--- src/rtl/bullet_pkg.sv ---
// bullet_pkg: shared coordinate types, slot states and the hit-box test
package bullet_pkg;
  typedef logic [9:0] coord_t;
  typedef enum logic {IDLE, FLYING} slot_state_e;
  localparam int SCREEN_X_MAX = 639;
  localparam int SCREEN_Y_MAX = 479;
  function automatic logic in_box(coord_t px, coord_t py, coord_t cx, coord_t cy, coord_t size);
    logic [10:0] x_lo, x_hi, y_lo, y_hi;
    x_lo = cx >= size ? {1'b0, cx - size} : 11'd0;
    y_lo = cy >= size ? {1'b0, cy - size} : 11'd0;
    x_hi = {1'b0, cx} + {1'b0, size};
    y_hi = {1'b0, cy} + {1'b0, size};
    return {1'b0, px} >= x_lo && {1'b0, px} <= x_hi && {1'b0, py} >= y_lo && {1'b0, py} <= y_hi;
  endfunction
endpackage

--- src/rtl/bullet_slot.sv ---
// bullet_slot: one projectile slot, launches on request and retires at the top edge or on a hit
module bullet_slot
  import bullet_pkg::*;
#(
  parameter int Y_STEP = 5,
  parameter int PARK_X = 650,
  parameter int PARK_Y = 500
) (
  input  logic   frame_clk,
  input  logic   Reset,
  input  logic   launch,
  input  coord_t launch_x,
  input  coord_t launch_y,
  input  logic   hit,
  output coord_t x,
  output coord_t y,
  output logic   active
);
  localparam coord_t STEP = coord_t'(Y_STEP);
  localparam coord_t PX = coord_t'(PARK_X);
  localparam coord_t PY = coord_t'(PARK_Y);
  slot_state_e state, state_next;
  coord_t x_next, y_next;
  assign active = state == FLYING;
  // slot state and position register
  always_ff @(posedge frame_clk) begin
    if (Reset) begin
      state <= IDLE;
      x <= PX;
      y <= PY;
    end else begin
      state <= state_next;
      x <= x_next;
      y <= y_next;
    end
  end
  // launch from idle; a flying bullet retires at the top edge or on a hit, else rises
  always_comb begin
    state_next = state;
    x_next = x;
    y_next = y;
    if (state == IDLE) begin
      if (launch) begin
        state_next = FLYING;
        x_next = launch_x;
        y_next = launch_y;
      end
    end else if (y < STEP || hit) begin
      state_next = IDLE;
      x_next = PX;
      y_next = PY;
    end else begin
      y_next = y - STEP;
    end
  end
endmodule

--- src/rtl/bullet_pool.sv ---
// bullet_pool: multi-slot player projectile engine with cooldown and per-ship hit pulses (optional BULLET_POOL_SCORE_EN adds hit_count)
module bullet_pool
  import bullet_pkg::*;
#(
  parameter int NUM_BULLETS = 4,
  parameter int NUM_SHIPS = 10,
  parameter int Y_STEP = 5,
  parameter int COOLDOWN = 8,
  parameter int PARK_X = 650,
  parameter int PARK_Y = 500,
  parameter int BULLET_SIZE = 2
) (
  input  logic                    frame_clk,
  input  logic                    Reset,
  input  logic                    fire,
  input  logic [9:0]              ShooterX,
  input  logic [9:0]              ShooterY,
  input  logic [NUM_SHIPS*10-1:0] ShipX,
  input  logic [NUM_SHIPS*10-1:0] ShipY,
  input  logic [NUM_SHIPS*10-1:0] ShipSize,
  input  logic [NUM_SHIPS-1:0]    ship_alive,
  output logic [NUM_BULLETS*10-1:0] BulletX,
  output logic [NUM_BULLETS*10-1:0] BulletY,
  output logic [9:0]              BulletS,
  output logic [NUM_BULLETS-1:0]  bullet_active,
  output logic                    loaded,
  output logic [NUM_SHIPS-1:0]    ShipHit
`ifdef BULLET_POOL_SCORE_EN
  ,
  output logic [15:0]             hit_count
`endif
);
  localparam int CW = $clog2(COOLDOWN + 2);
  localparam coord_t STEP = coord_t'(Y_STEP);
  logic [CW-1:0] cooldown;
  logic [NUM_BULLETS-1:0] launch, slot_hit;
  logic [NUM_SHIPS-1:0] hit_next;
  logic [NUM_SHIPS-1:0] first_hit [NUM_BULLETS];
  assign BulletS = 10'(BULLET_SIZE);
  assign loaded = (|(~bullet_active)) && cooldown == '0;
  // lowest-index idle slot takes the shot when a fire is accepted
  always_comb begin
    launch = '0;
    for (int b = NUM_BULLETS - 1; b >= 0; b--)
      if (fire && loaded && !bullet_active[b]) begin
        launch = '0;
        launch[b] = 1'b1;
      end
  end
  // each flying bullet claims the lowest-index alive ship it overlaps
  always_comb begin
    hit_next = '0;
    slot_hit = '0;
    first_hit = '{default: '0};
    for (int b = 0; b < NUM_BULLETS; b++) begin
      for (int s = NUM_SHIPS - 1; s >= 0; s--)
        if (bullet_active[b] && BulletY[b*10+:10] >= STEP && ship_alive[s] &&
            in_box(BulletX[b*10+:10], BulletY[b*10+:10], ShipX[s*10+:10], ShipY[s*10+:10], ShipSize[s*10+:10])) begin
          first_hit[b] = '0;
          first_hit[b][s] = 1'b1;
        end
      hit_next = hit_next | first_hit[b];
      slot_hit[b] = |first_hit[b];
    end
  end
  // fire cooldown counter and registered one-frame hit pulses
  always_ff @(posedge frame_clk) begin
    if (Reset) begin
      cooldown <= '0;
      ShipHit <= '0;
    end else begin
      cooldown <= |launch ? CW'(COOLDOWN) : cooldown == '0 ? '0 : cooldown - 1'b1;
      ShipHit <= hit_next;
    end
  end
`ifdef BULLET_POOL_SCORE_EN
  logic [16:0] score_sum;
  assign score_sum = {1'b0, hit_count} + 17'($countones(hit_next));
  // saturating score counter, advanced together with ShipHit
  always_ff @(posedge frame_clk) begin
    if (Reset) hit_count <= '0;
    else hit_count <= score_sum[16] ? 16'hFFFF : score_sum[15:0];
  end
`endif
  for (genvar b = 0; b < NUM_BULLETS; b++) begin : g_slot
    bullet_slot #(.Y_STEP(Y_STEP), .PARK_X(PARK_X), .PARK_Y(PARK_Y)) u_slot (
      .frame_clk(frame_clk),
      .Reset(Reset),
      .launch(launch[b]),
      .launch_x(ShooterX),
      .launch_y(ShooterY),
      .hit(slot_hit[b]),
      .x(BulletX[b*10+:10]),
      .y(BulletY[b*10+:10]),
      .active(bullet_active[b])
    );
  end
endmodule

--- config.mk ---
export PLATFORM = sky130hd
export DESIGN_NAME = bullet_pool
export DESIGN_NICKNAME = d
export VERILOG_FILES = /design/src/rtl/bullet_pkg.sv /design/src/rtl/bullet_slot.sv /design/src/rtl/bullet_pool.sv
export SDC_FILE = /design/constraint.sdc
export NUM_CORES = 2
export LEC_CHECK = 0
export CAP_MARGIN = 25
export CORE_MARGIN = 8
export CORE_UTILIZATION = 45
export CTS_BUF_LIST = sky130_fd_sc_hd__clkbuf_16
export DETAILED_ROUTE_END_ITERATION = 10
export GPL_TIMING_DRIVEN = 0
export SLEW_MARGIN = 30
export SYNTH_ARGS = -nofsm -noshare
export SYNTH_HDL_FRONTEND = slang
export SYNTH_SLANG_ARGS = --single-unit
--- constraint.sdc ---
create_clock -name frame_clk -period 7.7 [get_ports frame_clk]
set_input_delay 1.54 -clock frame_clk [delete_from_list [all_inputs] [get_ports frame_clk]]
set_output_delay 1.54 -clock frame_clk [all_outputs]
set_load 0.02 [all_outputs]
; ---- After elaboration in Yosys (flattened, before gate mapping)
; Cells that the tools add are included.
[word_totals]
ff_bits = 98
input_bits = 333
output_inout_bits = 105
wordCells = 592
[classes]
n_addsub = 45
order_cmp = 188
n_eq_ne = 4
n_mux = 102
bitwise = 4
n_reduce_logical = 234
[ops]
columns = op, count
row1 = 10-bit by 11-bit <= comparator with 1-bit output, 80
row2 = 10-bit two-way mux, 84
row3 = 10-bit by 11-bit greater-or-equal comparator with 1-bit output, 51
row4 = 10-bit greater-or-equal comparator, 49
row5 = 10-bit by 10-bit adder with 11-bit output, 20
row6 = 1-bit logical AND, 210
row7 = 10-bit subtractor, 20
row8 = 10-bit by 3-bit greater-or-equal comparator with 1-bit output (second input constant), 4
row9 = 10-bit by 3-bit less-than comparator with 1-bit output (second input constant), 4
row10 = 10-bit OR reduction, 4
row11 = 10-bit by 3-bit subtractor with 10-bit output (second input constant), 4
row12 = 10-bit bitwise OR, 3
row13 = 4-bit two-way mux, 6
row14 = 1-bit two-way mux, 12
row15 = 2-bit != test (second input constant), 4
row16 = 2-bit AND reduction, 4
row17 = 2-bit nonzero test, 4
row18 = 4-bit OR reduction, 2
row19 = 6-bit OR reduction, 1
row20 = 1-bit zero test, 4
row21 = 4-bit zero test, 1
row22 = 1-bit logical OR, 4
row23 = 4-bit NOT, 1
row24 = 4-bit by 1-bit subtractor with 4-bit output (second input constant), 1

; ---- Logic depth before layout (Yosys ltp)
[logic_depth]
word_depth = 21
mapped_depth = 27
ltp_nobuf = 25

; ---- Hierarchy
; From an unflattened synthesis, not the netlist that was laid out.
[hier_totals]
cells_unflattened = 7004
area_unflattened_um2 = 55872.3
[by_module_without_submodules]
columns = mod, n_inst, cells_per_inst, area_per_inst_um2, seq_area_each_um2
row1 = bullet_pool, 1, 6548, 51653.3, 280.3
row2 = bullet_slot, 4, 114, 1054.8, 420.4

; ---- Worst setup path after synthesis
; No wires, ideal clock.
[synth_path]
kind = input port to flip-flop
startpoint = in ShipY[30]
endpoint = reg g_slot[2].u_slot.y[7]
setup_ps = 129
arrival_ps = 5982
required_ps = 7571
slack_ps = 1588
cell_stages = 26
n_path_buf = 2
cell_sequence = inv_1 ha_1 inv_1 fa_1 nand2_1 nand2_1 a21oi_1 nor2_1 o31ai_1 a21oi_1 or2_2 clkbuf_1 and2_1 ha_1 nand2b_1 a211oi_1 o21ai_0 a221o_1 nand3_1 a311oi_1 nor4_2 nor4b_4 nand2_1 buf_2 o22ai_1 nand2_1
[synth_between]
elab_chain_cells = 14
elab_cells_between_ends = 17
cone_classes = add/sub: 2 / order compare: 3 / mux: 7 / reduce/logical: 5
[synth_rtl]
columns = element, line
row1 = start: declaration, bullet_pool.sv:19  ; input logic [NUM_SHIPS*10-1:0] ShipY,
row2 = 10-bit subtractor or 10-bit greater-or-equal comparator (tied branches), bullet_pkg.sv:10  ; y_lo = cy >= size ? {1'b0, cy - size} : 11'd0;
row3 = 10-bit two-way mux, bullet_pkg.sv:10
row4 = 10-bit by 11-bit greater-or-equal comparator with 1-bit output, bullet_pkg.sv:13  ; return {1'b0, px} >= x_lo && {1'b0, px} <= x_hi && {1'b0, py} >= y_lo && {1'b0, py} <= y_hi;
row5 = 1-bit logical AND, bullet_pkg.sv:13
row6 = 1-bit logical AND *, bullet_pkg.sv:13
row7 = 1-bit logical AND *, bullet_pool.sv:57  ; if (bullet_active[b] && BulletY[b*10+:10] >= STEP && ship_alive[s] &&
row8 = 10-bit two-way mux * (4 in series), bullet_pool.sv:57
row9 = 10-bit OR reduction *, bullet_pool.sv:63  ; slot_hit[b] = |first_hit[b];
row10 = 1-bit logical OR *, bullet_slot.sv:48  ; end else if (y < STEP || hit) begin
row11 = 10-bit two-way mux *, bullet_slot.sv:48
row12 = 10-bit two-way mux *, bullet_slot.sv:42  ; if (state == IDLE) begin
row13 = end signal: assignment, bullet_slot.sv:34  ; y <= y_next;
row14 = end: declaration, bullet_slot.sv:16  ; output coord_t y,
; Mark *: on every way between the ends. The rest lies on a longest branch, timed or not.
; A chain may end at the register's enable or synchronous reset.

; ---- Final worst setup path
[layout_path]
startpoint = in ShipSize[0]
endpoint = reg g_slot[3].u_slot.x[1]
[layout_between]
elab_chain_cells = 12
elab_cells_between_ends = 21
cone_classes = add/sub: 4 / order compare: 6 / eq/ne: 1 / mux: 3 / reduce/logical: 7
[layout_rtl]
columns = element, line
row1 = start: declaration, bullet_pool.sv:20  ; input logic [NUM_SHIPS*10-1:0] ShipSize,
row2 = 10-bit subtractor or 10-bit greater-or-equal comparator (tied branches), bullet_pkg.sv:9  ; x_lo = cx >= size ? {1'b0, cx - size} : 11'd0;
row3 = 10-bit two-way mux, bullet_pkg.sv:9
row4 = 10-bit greater-or-equal comparator, bullet_pkg.sv:13
row5 = 1-bit logical AND (2 in series), bullet_pkg.sv:13
row6 = 1-bit logical AND *, bullet_pkg.sv:13
row7 = 1-bit logical AND *, bullet_pool.sv:57
row8 = 10-bit two-way mux *, bullet_pool.sv:57
row9 = 10-bit OR reduction *, bullet_pool.sv:63
row10 = 1-bit logical OR *, bullet_slot.sv:48
row11 = 2-bit != test (no line) *, -
row12 = 2-bit AND reduction (no line) *, -
row13 = end signal: assignment, bullet_slot.sv:33  ; x <= x_next;
row14 = end: declaration, bullet_slot.sv:15  ; output coord_t x,
; Marks and branches as above.

==> results.json <==
{
  "crit_fanout": 10,
  "syn_to_final_growth_pct": 15.56,
  "ff2ff_path_depth": 14,
  "setup-violations-final": 0,
  "top_layer": "met5",
  "rsz0062_at_grt": "no",
  "hold_depth": 1,
  "antenna_found_initial": 10,
  "htree_levels": 3,
  "drc": 0,
  "hold_class": "reg -> reg",
  "io_buffer_count": 426,
  "fin_setup_tns_ps": 0,
  "clk_latency_ps": 380,
  "clock_sinks": 98,
  "grt_max_degree": 24,
  "whs_ps": 444.1,
  "via_per_inst": 6.462,
  "initial_core_util_pct": 45.29,
  "arrival_ps": 7770,
  "drt_first_pass_iters": 8,
  "cp_slowest_cell": "clkdlybuf4s50_1",
  "wl_met1_um": 104100,
  "synthArstFlopShare_pct": 0,
  "status": "complete, no violations",
  "routed-wl-met2_um": 103700,
  "finalClockSkew_ps": 17.14,
  "root_buffer": "clkbuf_16",
  "synth_edf_count": 0,
  "cts.clk_slew.worst_paths_ps": 80,
  "drv_cap": 0,
  "grt_usage_pct": 34.91,
  "crit_top_cell": "a21oi_1",
  "rr_startpoint": "g_slot[0].u_slot.y[0]$_SDFFE_PP0P_",
  "tightest_slew_ps": 1088,
  "grt_pass1_vias": 56860,
  "register_area_mm2": 0.002232,
  "multi_input_area_mm2": 0.05201,
  "vias": 60092,
  "period_share_pct": 97.53,
  "grt_overflow": 0,
  "routedWlPerCell_um": 27.15,
  "p_leak_nw": 29.25,
  "fillers": 11937,
  "worstSetupPathType": "in -> reg",
  "yosysWarnings": 0,
  "powerDensity_mw_per_mm2": 155.2,
  "routed_wl_um": 252500,
  "cp-end-kind": "flip-flop",
  "drive_above_1_share_pct": 3.832,
  "fin_util_pct": 52.34,
  "peakVddDrop_uv": 153.7,
  "fp.coreArea_mm2": 0.1236,
  "reg2reg_slack_ps": 2480,
  "final_cell_mix": "ha_1 (2010), a21oi_1 (709), nor2_1 (500)",
  "syn_area_mm2": 0.05600,
  "critical-path-max-stage-delay_ps": 620,
  "fin_nets": 10025,
  "dr.first_iter.drc_count": 6331,
  "synth_cell_types": 89,
  "dp_hpwl_um": 194800,
  "cts_buffer_depth": 2,
  "io_pins": 438,
  "whs_endpoint": "cooldown[0]$_SDFF_PP0_",
  "dieHeight_um": 368.8,
  "clock.fmax_mhz": 133.2,
  "ys_ff_latch": 98,
  "postCtsHoldBufs": 0,
  "slew_viol_final": 0,
  "worst_setup_path_start_kind": "input pin",
  "hold_viol": 0,
  "grt_pass1_wl_um": 363500,
  "dr_wl_met3_um": 29560,
  "final.min_clock_period_ps": 7509,
  "dominantRegCellSynth": "dfxtp_1",
  "die_area_mm2": 0.1360,
  "crit_required_ps": 7960,
  "antenna_left": 0,
  "hp-start": "cooldown[0]$_SDFF_PP0_",
  "rows": 129,
  "cts_buffers": 9,
  "gp_congestion": 0.9516,
  "slew-limit-headroom_pct": 26.78,
  "yosysSeqAreaShare_pct": 3.503,
  "r2r_end": "g_slot[0].u_slot.x[1]$_SDFFE_PP1P_",
  "die_w_um": 368.8,
  "synthCells": 7116,
  "cts_tree": "yes",
  "avgSynthCellArea_um2": 7.869,
  "mostFrequentLayoutCell": "ha_1"
}
## sequential cells by signal, summed over array words and instances, names as in the netlist
name and count:
cooldown 4, g_slot.u_slot.y 40, g_slot.u_slot.x 40, g_slot.u_slot.active 4, ShipHit 10
## synthesized netlist by cell type, types with 38 or more instances
cell	instances	area share [%]
xor2_1	57	0.89
o2111ai_1	38	0.59
o21ai_0	428	3.8
a21oi_1	709	6.3
a21o_1	185	2.5
a211o_1	43	0.67
nor2_1	502	3.4
ha_1	2010	45
dfxtp_1	98	3.5
nor2b_1	118	1.3
nand2_1	449	3.0
a211oi_1	124	1.7
inv_1	426	2.9
o211ai_1	79	1.1
or4_1	39	0.52
nor3_1	139	1.2
o31ai_1	43	0.58
nand4_1	177	2.0
clkbuf_1	106	0.71
nand3_1	196	1.8
xnor2_1	205	3.2
nand2b_1	141	1.6
o21a_1	96	1.3
and3_1	39	0.44
a31oi_1	45	0.50
fa_1	40	1.4
o21bai_1	78	1.0
## cell type report
class	count	area share, %
diodes	15	0.05800
plain buffers	154	1.048
clock buffers	9	0.3480
clock inverters	7	0.06961
inverters	426	2.486
multi-input cells	6446	80.37
flip-flops and latches	98	3.449
well taps	1637	3.165
repair buffers	507	9.006
## worst max-delay path by stage
stage            startpoint                            endpoint  slack [ps]  depth (start not counted)
5_1_grt        ShipSize[50]  g_slot[3].u_slot.x[7]$_SDFFE_PP1P_           6                         26
4_1_cts         ShipSize[1]  g_slot[3].u_slot.x[0]$_SDFFE_PP0P_         120                         23
2_1_floorplan     ShipY[30]  g_slot[2].u_slot.y[7]$_SDFFE_PP1P_        1590                         26
6_report        ShipSize[0]  g_slot[3].u_slot.x[1]$_SDFFE_PP1P_         190                         25
3_5_place_dp    ShipSize[1]  g_slot[2].u_slot.y[7]$_SDFFE_PP1P_        -470                         24
3_3_place_gp   ShipSize[31]  g_slot[0].u_slot.x[0]$_SDFFE_PP0P_        -580                         25
## where the power goes
| group | leakage (nW) | internal [W] | switching (W) |
|---|---|---|---|
| registers | 0.817 | 0.000580 | 0.000415 |
| clock network | 0.138 | 0.000220 | 0.000240 |
| logic | 28.3 | 0.00348 | 0.00511 |
## stage by stage
step | power, W | cell area (um2) | setup WS, ps | instances
global placement | 0.008745 | 62340 | -584.3 | 9187
global route | 0.01093 | 64670 | 6.305 | 9284
floorplan | 0.006258 | 56030 | 1588 | 7124
detailed placement | 0.009262 | 64230 | -470.0 | 9262
finish | 0.01005 | 64710 | 190.5 | 9299
CTS | 0.009750 | 64510 | 120.5 | 9278
## cell families after synthesis
kind of cell,count (synthesis),synth area share (%)
mux,2,0.03798
simple gates,1973,17.52
compound gates,2149,24.43
fa+ha+maj,2050,46.34
flops,98,3.503
xor+xnor,262,4.098
buf+inv,580,4.060
other cells,2,0.01341
## what timing repair did
| item | 4_1_cts | 5_1_grt |
|---|---|---|
| gates resized for setup | 1 | 29 |
| pin swaps | 0 | 3 |
| setup buffers | 0 | 6 |
| endpoints found under the setup margin | 2 | 53 |
## layer usage
metal  vias to the layer above  global-route usage [%]
met5                         -                  0.4984
met4                        10                   16.63
met3                       764                   9.391
met1                     28206                   45.67
met2                      3216                   52.86
li1                      27896                       -
## critical path: cells and delay by family
kind / cells / cell delay (ps)
compound gates: 8 / 2060
fa+ha+maj: 3 / 920
simple gates: 10 / 2190
buf+inv: 4 / 1050
Power figures use the tool's default switching activity.
